### config.mk
export PLATFORM = sky130hd
export DESIGN_NAME = acc_resp_reorder
export DESIGN_NICKNAME = d
export VERILOG_FILES = /design/src/rtl/acc_resp_reorder.sv
export SDC_FILE = /design/constraint.sdc
export NUM_CORES = 1
export LEC_CHECK = 0
export BUFFER_PORTS_ARGS = -buffer_cell sky130_fd_sc_hd__clkbuf_2
export CORE_AREA = 5 5 183 185
export DETAILED_ROUTE_END_ITERATION = 16
export DIE_AREA = 0 0 188 190
export PLACE_DENSITY = 0.74
export SLEW_MARGIN = 25
export SYNTH_ARGS = -nofsm -noshare
export SYNTH_HDL_FRONTEND = slang
export SYNTH_SLANG_ARGS = --single-unit
### constraint.sdc
create_clock -name clk_i -period 11.3 [get_ports clk_i]
set_clock_uncertainty 0.2 [all_clocks]
set_input_delay 0 -clock clk_i [delete_from_list [all_inputs] [get_ports clk_i]]
set_output_delay 0 -clock clk_i [all_outputs]
set_load 0.02 [all_outputs]
### src/rtl/acc_resp_reorder.sv
// Reorder buffer that returns out-of-order accelerator core completions to the dispatcher in issue order.
// Optional feature macro ACC_RESP_BYPASS_EN: zero-latency response when the head slot completes.
module acc_resp_reorder #(
    parameter int unsigned  NrSlots     = 4,
    parameter int unsigned  XLEN        = 64,
    parameter int unsigned  TransIdBits = 3,
    parameter logic [6:0]   LoadOpcode  = 7'b0000111,
    parameter logic [6:0]   StoreOpcode = 7'b0100111,
    localparam int unsigned TagBits     = $clog2(NrSlots)
) (
    input  logic                   clk_i,
    input  logic                   rst_i,
    input  logic                   req_valid_i,
    output logic                   req_ready_o,
    input  logic [31:0]            req_insn_i,
    input  logic [XLEN-1:0]        req_rs1_i,
    input  logic [XLEN-1:0]        req_rs2_i,
    input  logic [TransIdBits-1:0] req_trans_id_i,
    output logic                   core_req_valid_o,
    input  logic                   core_req_ready_i,
    output logic [31:0]            core_insn_o,
    output logic [XLEN-1:0]        core_rs1_o,
    output logic [XLEN-1:0]        core_rs2_o,
    output logic [TagBits-1:0]     core_tag_o,
    input  logic                   core_resp_valid_i,
    input  logic [TagBits-1:0]     core_resp_tag_i,
    input  logic [XLEN-1:0]        core_resp_result_i,
    input  logic                   core_resp_error_i,
    output logic                   resp_valid_o,
    input  logic                   resp_ready_i,
    output logic [TransIdBits-1:0] resp_trans_id_o,
    output logic [XLEN-1:0]        resp_result_o,
    output logic                   resp_error_o,
    output logic                   load_complete_o,
    output logic                   store_complete_o,
    output logic                   store_pending_o,
    output logic                   idle_o
);

    typedef enum logic [1:0] {SLOT_FREE, SLOT_ISSUED, SLOT_DONE} slot_state_e;
    typedef logic [TagBits-1:0] tag_t;
    typedef logic [TagBits:0]   cnt_t;

    localparam cnt_t FullCnt = cnt_t'(NrSlots);

    slot_state_e            state_q [NrSlots];
    slot_state_e            state_d [NrSlots];
    tag_t                   head_q, head_d, tail_q, tail_d;
    cnt_t                   count_q, count_d, store_cnt_q, store_cnt_d;

    logic [TransIdBits-1:0] trans_id_q [NrSlots];
    logic [XLEN-1:0]        result_q   [NrSlots];
    logic                   error_q    [NrSlots];
    logic                   is_load_q  [NrSlots];
    logic                   is_store_q [NrSlots];

    logic full, alloc, pop, cpl_hit, req_is_store;

    // Full is masked in reset so the request handshake follows the core while the buffer clears.
    assign full             = !rst_i && (count_q == FullCnt);
    assign req_ready_o      = core_req_ready_i && !full;
    assign core_req_valid_o = req_valid_i && !full;
    assign core_insn_o      = req_insn_i;
    assign core_rs1_o       = req_rs1_i;
    assign core_rs2_o       = req_rs2_i;
    assign core_tag_o       = tail_q;

    assign alloc        = req_valid_i && req_ready_o;
    assign req_is_store = (req_insn_i[6:0] == StoreOpcode);
    assign cpl_hit      = core_resp_valid_i && (state_q[core_resp_tag_i] == SLOT_ISSUED);

`ifdef ACC_RESP_BYPASS_EN
    logic head_hit;
    assign head_hit = cpl_hit && (core_resp_tag_i == head_q);
`endif

    always_comb begin
        resp_valid_o    = 1'b0;
        resp_trans_id_o = '0;
        resp_result_o   = '0;
        resp_error_o    = 1'b0;
        if (!rst_i && state_q[head_q] == SLOT_DONE) begin
            resp_valid_o    = 1'b1;
            resp_trans_id_o = trans_id_q[head_q];
            resp_result_o   = result_q[head_q];
            resp_error_o    = error_q[head_q];
        end
`ifdef ACC_RESP_BYPASS_EN
        else if (!rst_i && head_hit) begin
            resp_valid_o    = 1'b1;
            resp_trans_id_o = trans_id_q[head_q];
            resp_result_o   = core_resp_result_i;
            resp_error_o    = core_resp_error_i;
        end
`endif
    end

    assign pop              = resp_valid_o && resp_ready_i;
    assign load_complete_o  = pop && is_load_q[head_q];
    assign store_complete_o = pop && is_store_q[head_q];
    assign store_pending_o  = !rst_i && (store_cnt_q != '0);
    assign idle_o           = rst_i || (count_q == '0);

    // NOTE: every always_comb output gets its default first so no path can infer a latch.
    always_comb begin
        state_d     = state_q;
        head_d      = head_q;
        tail_d      = tail_q;
        count_d     = count_q;
        store_cnt_d = store_cnt_q;
        if (cpl_hit) begin
            state_d[core_resp_tag_i] = SLOT_DONE;
        end
        if (pop) begin
            state_d[head_q] = SLOT_FREE;
            head_d          = head_q + tag_t'(1);
        end
        if (alloc) begin
            state_d[tail_q] = SLOT_ISSUED;
            tail_d          = tail_q + tag_t'(1);
        end
        case ({alloc, pop})
            2'b10:   count_d = count_q + cnt_t'(1);
            2'b01:   count_d = count_q - cnt_t'(1);
            default: count_d = count_q;
        endcase
        case ({alloc && req_is_store, pop && is_store_q[head_q]})
            2'b10:   store_cnt_d = store_cnt_q + cnt_t'(1);
            2'b01:   store_cnt_d = store_cnt_q - cnt_t'(1);
            default: store_cnt_d = store_cnt_q;
        endcase
    end

    // NOTE: sequential state uses non-blocking assignments so all registers update from pre-edge values.
    always_ff @(posedge clk_i) begin
        if (rst_i) begin
            for (int unsigned i = 0; i < NrSlots; i++) begin
                state_q[i] <= SLOT_FREE;
            end
            head_q      <= '0;
            tail_q      <= '0;
            count_q     <= '0;
            store_cnt_q <= '0;
        end else begin
            state_q     <= state_d;
            head_q      <= head_d;
            tail_q      <= tail_d;
            count_q     <= count_d;
            store_cnt_q <= store_cnt_d;
        end
    end

    // NOTE: payload memories are not reset; they are only observed through a non-FREE slot.
    always_ff @(posedge clk_i) begin
        if (alloc) begin
            trans_id_q[tail_q] <= req_trans_id_i;
            is_load_q[tail_q]  <= (req_insn_i[6:0] == LoadOpcode);
            is_store_q[tail_q] <= req_is_store;
        end
        if (cpl_hit) begin
            result_q[core_resp_tag_i] <= core_resp_result_i;
            error_q[core_resp_tag_i]  <= core_resp_error_i;
        end
    end

    // Completions for slots that are not ISSUED are dropped; flag them in simulation.
    always_ff @(posedge clk_i) begin
        if (!rst_i && core_resp_valid_i) begin
            assert (state_q[core_resp_tag_i] == SLOT_ISSUED)
                else $warning("acc_resp_reorder: completion for non-issued slot %0d ignored",
                              core_resp_tag_i);
        end
    end

endmodule

==> results of run 1 <==
-- through the flow --
stage / instance area, sq um / setup WS (ns)
after floorplan: 13020 / 3.315
after global placement: 13110 / 8.278
after detailed placement: 13110 / 8.186
-- Yosys cell counts, types with 2 or more instances --
| cell type | number |
|---|---|
| o21ai_0 | 7 |
| fa_1 | 2 |
| mux4_2 | 71 |
| a2111oi_0 | 2 |
| nand2b_1 | 7 |
| buf_4 | 160 |
| nor2b_1 | 51 |
| ha_1 | 10 |
| nor2_1 | 14 |
| or3_1 | 3 |
| nor3_1 | 5 |
| clkbuf_1 | 10 |
| buf_2 | 8 |
| inv_1 | 17 |
| dfxtp_1 | 20 |
| buf_6 | 3 |
| mux2i_1 | 3 |
| nor4b_1 | 4 |
| o31a_1 | 4 |
| and2b_1 | 9 |
| nand2_1 | 12 |
| edfxtp_1 | 280 |
| nor2b_4 | 10 |
| xor2_1 | 4 |
| a21oi_1 | 10 |
| and2_1 | 2 |
| nor4_1 | 2 |
| buf_1 | 5 |
-- cell families after synthesis --
family / Yosys count / synth area share
AOI/OAI and AO/OA: 25 / 0.01173
muxes: 74 / 0.1251
xor gates and xnor gates: 5 / 0.003364
adders and majority gates: 12 / 0.01269
DFF: 300 / 0.6767
and+or+nand+nor: 123 / 0.06142
buffers and inverters: 205 / 0.1090
==> metrics.csv, run 1 <==
stage,metric,value,unit
status,status,did not finish,
status,lastStage,clock tree synthesis,
status,firstError,[ERROR RSZ-0060] Max buffer count reached.,
yosys,yosysTopAreaCell,edfxtp_1,
floorplan,rows,66,
yosys,synth_warnings,0,
yosys,synth.distinct_cells,37,
placement,io_buffers,166,
yosys,ys_ff_latch,300,
yosys,synth_area,0.01302,sq mm
yosys,yosys.area.top_type_share,0.6459,
yosys,syn_avg_cell_area,17.50,sq um
clock_network,cts_max_level,1,
yosys,yosys-top-cells-area,"edfxtp_1 (65%), mux4_2 (12%), buf_4 (9.2%)",
yosys,ys_seq_area_frac,0.6767,
floorplan,ioPinCount,473,
placement,hpwl,25310,um
clock_network,cts.repair.resized,0,
yosys,synth-async-reset-ratio,0,
yosys,syn_nets,992,
placement,dp.cells,1140,
clock_network,clockBufferDepth,3,
floorplan,start_util,0.4084,
placement,gp_congestion,0.8139,
clock_network,ctsHoldBuffers,240,
yosys,synth_flop_cell,edfxtp_1,
yosys,synthCells,744,
clock_network,post-cts-setup-buffer-count,0,
floorplan,die_y,190,um
clock_network,clock-sinks,300,
floorplan,fp.dieW,188,um
clock_network,clock-root-buffer,clkbuf_16,
yosys,synth_edf_count,280,
clock_network,cts-buffers-inserted,29,
==> inputs of run 2 (changes only) <==
- CORE_AREA: 5 5 183 185 -> unset
- CORE_MARGIN: unset -> 5
- CORE_UTILIZATION: unset -> 40
- DIE_AREA: 0 0 188 190 -> unset
- PLACE_DENSITY: 0.74 -> unset
- PLACE_DENSITY_LB_ADDON: unset -> 0.15
==> run 2 against run 1 <==
Effect of this change: the run now ends clean; area after synthesis unchanged; synthesized cell count did not move.
==> metrics.csv, run 2 <==
stage,metric,value,unit
floorplan,die_area,0.03625,sq mm
yosys,ys_ff_latch,300,
setup_path,crit_arrival,3.10,ns
routing,vias,7177,
pwr,ir_worst_vdd,0.07139,mV
yosys,syn_nets,992,
floorplan,start_util,0.4021,
setup_path,crit_path_start_kind,flip-flop,
clock_network,clk_pin_slew,0.06,ns
yosys,synth_warnings,0,
final_layout,seqCellArea,0.008816,sq mm
global_route,grt_pass1_vias,7866,
final_layout,largest-register,result_q,
yosys,ys_seq_area_frac,0.6767,
routing,wl_per_cell,21.54,um
global_route,grt.total_usage,0.1668,
routing,dr.first_iter.drc_count,369,
floorplan,rows,66,
floorplan,ioPinCount,473,
clock_network,clock_latency,0.50,ns
hold_path,holdPathStages,2,
timing,slew_viol_final,0,
placement,dp.cells,1174,
setup_path,critical-path-max-stage-delay,0.79,ns
yosys,yosys-top-cells-area,"edfxtp_1 (65%), mux4_2 (12%), buf_4 (9.2%)",
final_layout,largest_reg_flops,256,
timing,fin_crit,3.302,ns
routing,drc_errors,0,
global_route,antenna_found_initial,2,
timing,rsz0062_at_grt,false,
placement,gp_congestion,0.8096,
setup_path,path_cells,buf_4 > mux4_2 > nor2b_1 > clkbuf_2,
timing,max_freq,302.8,MHz
yosys,synth.most_common_cell,edfxtp_1,
timing,tightestPinTransition,0.9181,ns
yosys,yosys.area.top_type_share,0.6459,
pwr,p_per_area,142.8,mW/mm^2
timing,finalHoldViolCount,0,
global_route,gr-total-overflow,0,
setup_path,worstSetupEndpointType,output port,
timing,hold_ws,0.03353,ns
final_layout,final_cell_mix,"edfxtp_1 (280), dlygate4sd3_1 (241), clkbuf_2 (166)",
yosys,syn_avg_cell_area,17.50,sq um
placement,post-place-ws,8.135,ns
hold_path,hp-start,req_insn_i[3],
timing,fin_ws,7.998,ns
placement,hpwl,18320,um
routing,drt-pass1-iter-count,7,
final_layout,multiInputGateArea,0.002815,sq mm
clock_network,cts_max_level,2,
floorplan,core,0.03237,sq mm
clock_network,cts_tree,yes,
flow_run,cap_violations,0,
placement,io_buffers,166,
setup_path,path_max_fanout,39,
timing,fin_crit_sh,0.2922,
yosys,synth_edf_count,280,
final_layout,final_layout_size_suffix_gt1_frac,0.2991,
clock_network,clockBufferDepth,3,
yosys,synthCells,744,
yosys,yosysTopAreaCell,edfxtp_1,
status,status,"complete, no violations",
timing,finalSetupViolations,0,
setup_path,crit_slowest_cell,dfxtp_4,
clock_network,cts-buffers-inserted,34,
routing,ant_nets,0,
timing,tns,0,ns
final_layout,reg_top3,"result_q (256), trans_id_q (12), state_q (8)",
final_layout,final.fill_count,2666,
setup_path,crit_required,11.10,ns
pwr,p_leak,5.820,nW
final_layout,final_nets,1258,
yosys,synth_area,0.01302,sq mm
global_route,grt_pass1_wl,46340,um
yosys,synth_flop_cell,edfxtp_1,
timing,relSlewSlack,0.3793,
setup_path,r2r_cells,7,
floorplan,die_y,190.4,um
final_layout,syn2layout_area_growth,27.86,%
clock_network,clock-root-buffer,clkbuf_16,
setup_path,rr_startpoint,count_q[0]$_SDFFE_PP0P_,
final_layout,fin_cells,1479,
yosys,synth.distinct_cells,37,
routing,wirelength,31860,um
routing,routed_via_density,4.853,
hold_path,hp-class,input port to output port,
clock_network,clock-sinks,300,
yosys,netlist_top_cells_count,"edfxtp_1 (280), buf_4 (160), mux4_2 (71), nor2b_1 (51), dfxtp_1 (20)",
setup_path,crit_type,flip-flop to output port,
yosys,synth-async-reset-ratio,0,
floorplan,fp.dieW,190.4,um
global_route,grt_max_degree,66,
final_layout,final_common_cell,edfxtp_1,
pwr,total_power,2.377,mW
## run 2: metal layers
metal  track usage  vias up  share of wire
met2        0.3064      307           0.54
met4       0.04171        0          0.018
met5             0        -              0
met1        0.2023     3661           0.38
met3       0.03222       45          0.061
li1              -     3164              -
## run 2: cell type report
type                    count  share of cell area
repair buffers            417              0.2027
inverters                  18            0.004059
multi-input cells         239              0.1691
flip-flops and latches    300              0.5297
well taps                 442             0.03323
diodes                      4           0.0006014
clock inverters            12            0.003458
clock buffers              47             0.05713
## run 2: per-stage QoR
stage,utilization,cell area [sq um]
CTS,0.5131,16610
floorplan,-,13020
detailed placement,0.4075,13190
global placement,0.4058,13140
finish,0.5142,16640
global route,0.5140,16640
## run 2: power by group
part | internal (mW) | total, mW | switching [mW] | leakage (nW)
logic | 0.0782 | 0.167 | 0.0887 | 2.64
clock network | 0.586 | 0.987 | 0.402 | 0.491
registers | 1.22 | 1.22 | 0.00325 | 2.69
total | 1.88 | 2.38 | 0.494 | 5.82
## run 2: final timing paths
path                                               endpoint  slack, ns
worst max-delay path                      resp_result_o[58]       8.00
worst min-delay path                         core_insn_o[3]       0.03
worst max register to register        state_q[7]$_SDFF_PP0_       8.13
worst min register to register  store_cnt_q[2]$_SDFFE_PP0P_       0.32
## run 2: worst max-delay path: cells and delay by family (launching register included)
kind / cells / cell delay (ns)
mux: 1 / 0.60
flops: 1 / 0.79
simple gates: 1 / 0.18
buf+inv: 2 / 0.97
## run 2: timing repair
| item | 4_1_cts | 5_1_grt |
|---|---|---|
| hold buffers | 241 | 0 |
| endpoints found under the hold margin | 453 | 0 |
| buffers inserted | 0 | 0 |
| resized for setup | 0 | 0 |
## run 2: cells by family (layout without fill, tap and decap cells)
logic type               after synthesis  after routing  share of synthesized area
AO/OA/AOI/OAI                         25             25                    0.01173
XOR/XNOR                               5              5                   0.003364
adder cells (fa/ha/maj)               12             12                    0.01269
buffers and inverters                205            494                     0.1090
flip-flops                           300            300                     0.6767
multiplexers                          74             74                     0.1251
other                                  0              4                          0
AND/OR/NAND/NOR                      123            123                    0.06142
Note: power is estimated with default switching activity, not from simulation.
